$ cat src/rtl/product_acc_pkg.sv
// Shared types and helpers for the product accumulation stage.
package product_acc_pkg;

    // Window state: S_IDLE holds no partial window, S_ACCUM holds one.
    typedef enum logic [0:0] {
        S_IDLE  = 1'b0,
        S_ACCUM = 1'b1
    } state_t;

    // Default accumulator width for a WIDTH-bit multiplier: product width plus 4 guard bits.
    function automatic int acc_width_default(input int width);
        return 2 * width + 4;
    endfunction

endpackage

$ cat src/rtl/simple_adder.sv
// Plain unsigned WIDTH-bit adder with carry in and carry out.
module simple_adder #(
    parameter int WIDTH = 8
) (
    input  logic [WIDTH-1:0] a,
    input  logic [WIDTH-1:0] b,
    input  logic             cin,
    output logic [WIDTH-1:0] sum,
    output logic             cout
);

    // One extra bit on each operand so the top bit of the result is the carry-out.
    assign {cout, sum} = {1'b0, a} + {1'b0, b} + (WIDTH + 1)'(cin);

endmodule

$ cat src/rtl/product_accumulator.sv
// Streaming window accumulator for unsigned multiplier products.
// A window closes on in_last or after MAX_BEATS beats; its sum, beat count
// and sticky carry-out flag are presented on a registered valid/ready output.
module product_accumulator
    import product_acc_pkg::*;
#(
    parameter int WIDTH     = 8,
    parameter int ACC_WIDTH = acc_width_default(WIDTH),
    parameter int MAX_BEATS = 16,
    parameter int CNT_WIDTH = $clog2(MAX_BEATS + 1)
) (
    input  logic                 clk,
    input  logic                 rst_n,
    input  logic                 clear,
    input  logic                 in_valid,
    output logic                 in_ready,
    input  logic [2*WIDTH-1:0]   product,
    input  logic                 in_last,
    output logic                 out_valid,
    input  logic                 out_ready,
    output logic [ACC_WIDTH-1:0] acc_out,
    output logic [CNT_WIDTH-1:0] out_count,
    output logic                 overflow
);

    // Partial window state
    logic [ACC_WIDTH-1:0] r_acc;
    logic [CNT_WIDTH-1:0] r_cnt;
    logic                 r_ovf;
    state_t               r_state;

    // Output result register
    logic                 r_out_valid;
    logic [ACC_WIDTH-1:0] r_acc_out;
    logic [CNT_WIDTH-1:0] r_out_count;
    logic                 r_overflow;

    logic                 w_accept;
    logic                 w_close;
    logic [CNT_WIDTH-1:0] w_cnt_next;
    logic [ACC_WIDTH-1:0] w_acc_base;
    logic [ACC_WIDTH-1:0] w_product_ext;
    logic [ACC_WIDTH-1:0] w_sum;
    logic                 w_carry;

    // Upstream may push whenever the output slot is empty or being drained this cycle.
    assign in_ready = !r_out_valid || out_ready;
    assign w_accept = in_valid && in_ready;

    assign w_cnt_next = r_cnt + CNT_WIDTH'(1);

    // A beat swallowed by clear never closes a window.
    assign w_close = w_accept && !clear &&
                     (in_last || (w_cnt_next == CNT_WIDTH'(MAX_BEATS)));

    // In S_IDLE the accumulator is zero by construction; starting from zero
    // explicitly keeps the first beat of a window independent of stale state.
    assign w_acc_base    = (r_state == S_ACCUM) ? r_acc : {ACC_WIDTH{1'b0}};
    assign w_product_ext = ACC_WIDTH'(product);

    simple_adder #(
        .WIDTH (ACC_WIDTH)
    ) u_adder (
        .a    (w_acc_base),
        .b    (w_product_ext),
        .cin  (1'b0),
        .sum  (w_sum),
        .cout (w_carry)
    );

    // Window accumulator FSM: clear wins, a closing beat restarts, other beats accumulate.
    always_ff @(posedge clk or negedge rst_n) begin
        if (!rst_n) begin
            r_acc   <= {ACC_WIDTH{1'b0}};
            r_cnt   <= {CNT_WIDTH{1'b0}};
            r_ovf   <= 1'b0;
            r_state <= S_IDLE;
        end else if (clear) begin
            r_acc   <= {ACC_WIDTH{1'b0}};
            r_cnt   <= {CNT_WIDTH{1'b0}};
            r_ovf   <= 1'b0;
            r_state <= S_IDLE;
        end else if (w_accept) begin
            case (w_close)
                1'b1: begin
                    r_acc   <= {ACC_WIDTH{1'b0}};
                    r_cnt   <= {CNT_WIDTH{1'b0}};
                    r_ovf   <= 1'b0;
                    r_state <= S_IDLE;
                end
                default: begin
                    r_acc   <= w_sum;
                    r_cnt   <= w_cnt_next;
                    r_ovf   <= r_ovf | w_carry;
                    r_state <= S_ACCUM;
                end
            endcase
        end
    end

    // Result register: load on window close (even while draining), else drop valid on handshake.
    always_ff @(posedge clk or negedge rst_n) begin
        if (!rst_n) begin
            r_out_valid <= 1'b0;
            r_acc_out   <= {ACC_WIDTH{1'b0}};
            r_out_count <= {CNT_WIDTH{1'b0}};
            r_overflow  <= 1'b0;
        end else if (w_close) begin
            r_out_valid <= 1'b1;
            r_acc_out   <= w_sum;
            r_out_count <= w_cnt_next;
            r_overflow  <= r_ovf | w_carry;
        end else if (r_out_valid && out_ready) begin
            r_out_valid <= 1'b0;
        end
    end

    assign out_valid = r_out_valid;
    assign acc_out   = r_acc_out;
    assign out_count = r_out_count;
    assign overflow  = r_overflow;

endmodule

$ cat config.mk
export PLATFORM = sky130hd
export DESIGN_NAME = product_accumulator
export DESIGN_NICKNAME = d
export VERILOG_FILES = /design/src/rtl/product_acc_pkg.sv /design/src/rtl/simple_adder.sv /design/src/rtl/product_accumulator.sv
export SDC_FILE = /design/constraint.sdc
export NUM_CORES = 1
export LEC_CHECK = 0
export BUFFER_PORTS_ARGS = -buffer_cell sky130_fd_sc_hd__buf_2
export CAP_MARGIN = 40
export CORE_MARGIN = 2
export CORE_UTILIZATION = 43
export CTS_BUF_LIST = sky130_fd_sc_hd__clkbuf_8
export DETAILED_ROUTE_END_ITERATION = 8
export PLACE_DENSITY = 0.69
export SLEW_MARGIN = 5
export SYNTH_ARGS = -nofsm -noshare
export SYNTH_HDL_FRONTEND = slang
export SYNTH_HIERARCHICAL = 1
export SYNTH_SLANG_ARGS = --single-unit
export TNS_END_PERCENT = 1
$ cat constraint.sdc
create_clock -name clk -period 3.4 [get_ports clk]
set_clock_uncertainty 0.2 [all_clocks]
set_input_delay 0.17 -clock clk [delete_from_list [all_inputs] [get_ports clk]]
set_output_delay 0.17 -clock clk [all_outputs]
set_load 0.1 [all_outputs]
# After elaboration in Yosys (flattened, before gate mapping)
# Index checks and enable logic that the tools add are counted.
# totals
register_bits	54
latch_bits	0
mem_bits_rw	0
romBits	0
wordCells	37
mem_count	0
# op_classes
add_sub_neg	2
multipliers	0
n_div	0
order_cmp	0
eq_ne	1
shift	0
mux	15
bitwise	1
reduce_logical	10
# ops
op	count
$mux 20	4
$add 20x16->21	1
$mux 5	3
$mux 1	8
$add 5x1->5 const B	1
$eq 5x5->1 const B	1
$logic_and 1x1->1	4
$reduce_bool 2->1	2
$logic_not 1->1	2
$logic_or 1x1->1	2
$or 1x1->1	1

# Longest topological paths before layout
# logic_depth
depth_word	8
depth_mapped	14
ltp_nobuf	13

# Cells and area by module
# The synthesis kept the hierarchy.
# by_module_without_submodules
mod	n_inst	cells_per_inst	area_per_inst_um2	seq_area_each_um2
product_accumulator	1	165	2372.3	1351.3
simple_adder	1	122	939.7	0.0

# Least setup slack after synthesis
# OpenSTA, ideal clock, no wires.
# synth_path
path_type	register to register
start	register r_state
end	register r_acc_out[14], in the netlist acc_out[14]
t_arrival_ps	2839
setup_slack_ps	236
stages_incl_launch_ff	13
cell_sequence	dfrtp_1 clkbuf_1 and2_1 fa_1 fa_1 a21o_1 nand4_1 a21boi_2 o2111ai_2 nand2_1 a311oi_2 xnor2_1 mux2_2
# synth_via
elab_chain_len	2
# synth_rtl
item	line_no	rtl
start: declaration	product_accumulator.sv:30	state_t r_state;
start signal: assignment	product_accumulator.sv:77	r_state <= S_IDLE;
start signal: assignment	product_accumulator.sv:82	r_state <= S_IDLE;
start signal: assignment	product_accumulator.sv:89	r_state <= S_IDLE;
$mux 20	product_accumulator.sv:58	assign w_acc_base = (r_state == S_ACCUM) ? r_acc : {ACC_WIDTH{1'b0}};
net w_acc_base[0]	product_accumulator.sv:41	logic [ACC_WIDTH-1:0] w_acc_base;
$add 20x16->21	simple_adder.sv:13	assign {cout, sum} = {1'b0, a} + {1'b0, b} + (WIDTH + 1)'(cin);
net w_sum[14]	product_accumulator.sv:43	logic [ACC_WIDTH-1:0] w_sum;
end signal: assignment	product_accumulator.sv:105	r_acc_out <= {ACC_WIDTH{1'b0}};
end signal: assignment	product_accumulator.sv:110	r_acc_out <= w_sum;
end: declaration	product_accumulator.sv:34	logic [ACC_WIDTH-1:0] r_acc_out;
# The timed path passes the listed nets, and every way through them passes these cells.
# A chain may end at the register's enable or synchronous reset.

# Worst setup path after layout
# layout_path
start	register r_acc[0]
end	register r_acc_out[14], in the netlist acc_out[14]
# layout_via
elab_chain_len	2
# layout_rtl
item	line_no	rtl
start: declaration	product_accumulator.sv:27	logic [ACC_WIDTH-1:0] r_acc;
start signal: assignment	product_accumulator.sv:74	r_acc <= {ACC_WIDTH{1'b0}};
start signal: assignment	product_accumulator.sv:79	r_acc <= {ACC_WIDTH{1'b0}};
start signal: assignment	product_accumulator.sv:86	r_acc <= {ACC_WIDTH{1'b0}};
$mux 20	product_accumulator.sv:58	
net w_acc_base[0]	product_accumulator.sv:41	
$add 20x16->21	simple_adder.sv:13	
net w_sum[14]	product_accumulator.sv:43	
# The timed path passes the listed nets, and every way through them passes these cells.

==> run_results.csv <==
group,metric,value,unit
die,dieArea,8420,um2
timing,tightest_slew,703,ps
die,io_pins,50,
synth,ys_ff_latch,54,
setup_path,regToRegStartpoint,"r_acc[0]",
die,die_h,91.8,um
outcome,status,"completed",
power_and_ir_drop,p_total,1.93,mW
place,dp.cells,436,
cells_and_area,multi_input_area,1860,um2
synth,synth_area,3310,um2
timing,rsz0062_at_grt,"false",
setup_path,rrSetupSlack,200,ps
cells_and_area,post_layout_nonfiller_instances,446,
clocking,numCtsBuffers,5,
setup_path,crit_start,"r_acc[0]",
timing,final_max_slew_viol_count,0,
synth,synth.distinct_cells,57,
timing,period_needed,3200,ps
setup_path,worstRegToRegCells,11,
drt,antenna_left,0,
setup_path,cp.arrival,3200,ps
cells_and_area,fillers,703,
power_and_ir_drop,peakVddDrop,0.000247,V
drt,first_iter_violations,87,
timing,fmax,0.313,GHz
synth,synthFlopType,"dfrtp_1",
global_route,grt_pass1_vias,2338,
min_path,hold-path-cell-count,3,
clocking,cts_max_level,2,
timing,finalCritPeriodShare,0.941,
clocking,root_buffer,"clkbuf_8",
global_route,grt_pass1_wl,11.4,mm
min_path,min_to,"out_valid",
drt,via_per_inst,5.36,
drt,drc_errors,0,
run,maxCapViolations,0,
min_path,min-delay-start,"in_last",
place,place_area,3660,um2
global_route,grt_start_max_net_pins,30,
setup_path,critPathMaxFanout,4,
power_and_ir_drop,cellLeakagePower,1.88,nW
place,hpwl,4.86,mm
synth,synth_async_sr_flop_share,1.00,
die,core,7610,um2
synth,synth_warnings,6,
setup_path,cp-end-kind,"register",
timing,hold_violations,0,
global_route,antenna_found_initial,0,
min_path,hold_path.class,"in -> reg",
cells_and_area,diodes,0,
clocking,clk_pin_slew_worst_paths,110,ps
clocking,cts_tree,"built",
power_and_ir_drop,power.density,511,nW/um2
global_route,overflow,0,
global_route,grt_usage,0.168,
cells_and_area,seq_area,1350,um2
clocking,clock_sinks,54,
drt,dr.pass1.iters,4,
place,pre_cts_slack,196,ps
setup_path,cp-start-kind,"register",
timing,tns,0,ps
cells_and_area,final_area,3770,um2
drt,vias,2392,
synth,syn_avg_cell_area,11.5,um2
timing,relSlewSlack,0.531,
die,rows,32,
setup_path,r2r_end,"acc_out[14]",
cells_and_area,drive_gt1_frac,0.299,
timing,layout_setup_ws,201,ps
cells_and_area,area_delta_synth_final,13.9,%
setup_path,critPathRequiredTime,3400,ps
timing,setup_violations,0,
drt,wirelength,6.71,mm
place,place_congestion,0.804,
die,start_util,0.435,
synth,syn_inst,287,
cells_and_area,nets,387,
synth,synth_edf_count,0,
place,io_buffers,49,
synth,seq_area_frac_synth,0.408,
die,dieWidth,91.8,um
setup_path,path_class,"reg -> reg",
drt,wire_per_inst,15.0,um
clocking,cts_buffer_depth,2,
clocking,clock_latency,310,ps
critical path, cell delays in order, from the launching register on:
cell and delay, ps:
dfrtp_1 390, and2_1 170, fa_1 470, fa_1 420, a21o_1 210, nand4_1 130, a21boi_2 100, o2111ai_2 220
nand2_1 100, a311oi_2 300, xnor2_1 120, mux2_2 260
metrics by stage:
step / hold slack, ps / util
finish: 23.0 / 0.496
global route: 35.1 / 0.496
CTS: 20.7 / 0.495
detailed placement: 37.5 / 0.481
global placement: 31.8 / 0.481
floorplan: -326 / -
synthesized netlist by cell type (2+ instances only):
master	count	area, um2
buf_2	2	10.0
a211oi_1	2	15.0
buf_12	2	40.0
nand4_1	3	18.8
fa_1	2	40.0
nor2_1	10	37.5
xnor2_1	13	114
o21a_1	3	22.5
mux2i_1	2	20.0
nand3_1	9	45.0
buf_6	2	22.5
xor2_1	5	43.8
inv_1	5	18.8
mux2_2	7	78.8
and2_1	21	131
mux2_4	18	270
a311oi_2	2	30.0
nor2b_1	4	25.0
nand2_1	8	30.0
o21ai_1	2	10.0
o21bai_1	2	15.0
a22o_1	22	193
a21oi_2	3	26.3
a31oi_1	3	18.8
ha_1	20	250
clkbuf_1	4	15.0
a21oi_1	14	70.1
o22a_1	2	17.5
o21ai_0	3	15.0
dfrtp_1	54	1350
a21o_1	10	75.1
and3_1	3	18.8
power breakdown:
group / total [mW] / switching [mW] / internal (mW)
sequential: 0.757 / 0.0405 / 0.716
clock: 0.393 / 0.225 / 0.168
combinational: 0.779 / 0.604 / 0.174
total: 1.93 / 0.869 / 1.06
layout make-up:
class / count / share of cell area
clock buffers: 6 / 0.0219
inverters: 5 / 0.00497
repair buffers: 56 / 0.0829
clock inverters: 2 / 0.00431
well taps: 102 / 0.0338
flip-flops and latches: 54 / 0.358
multi-input cells: 221 / 0.494
cell usage in the layout, fill, tap and decap left out, types with 4 or more instances in the layout:
master	instances
conb_1	5
inv_1	5
ha_1	20
buf_2	49
and2_1	21
xnor2_1	13
nor2b_1	4
mux2_2	7
nand3_1	9
dfrtp_1	54
nand2_1	8
a21o_1	10
mux2_4	18
buf_4	5
a21oi_1	14
xor2_1	5
a22o_1	22
nor2_1	10
clkbuf_8	6
cells by family (layout without fill, tap and decap cells):
kind of cell    after synthesis  in the layout  synth area share
simple gates                 67             67             0.112
fa+ha+maj                    22             22            0.0876
mux                          27             27             0.111
compound gates               82             82             0.198
flops                        54             54             0.408
buf+inv                      16             69            0.0336
xor+xnor                     18             18            0.0476
other cells                   1              5           0.00113
routing by layer:
metal / vias to the layer above / global-route usage / part of all wire
met5: - / 0 / 0
met4: 0 / 0.0460 / 0.015
met3: 9 / 0.0320 / 0.030
met2: 41 / 0.278 / 0.47
met1: 1182 / 0.226 / 0.48
li1: 1160 / - / -
how the worst max path moves through the flow:
stage / end / slack [ps] / cells after the start
global route: acc_out[14] / 5 / 11
global placement: acc_out[14] / 250 / 11
detailed placement: acc_out[16] / 200 / 11
floorplan: acc_out[14] / 240 / 12
finish: acc_out[14] / 200 / 11
CTS: acc_out[16] / 170 / 11
registers in the layout (all words and copies together), names as in the netlist:
name	count
out_count	5
overflow	1
acc_out	20
r_ovf	1
out_valid	1
r_state	1
r_cnt	5
r_acc	20
repair_timing:
action	4_1_cts	5_1_grt
endpoints found under the hold margin	28	0
setup buffers	0	1
resized for setup	0	0
hold buffers	1	0
endpoints found under the setup margin	0	1
Note: power is estimated with default switching activity, not from simulation.
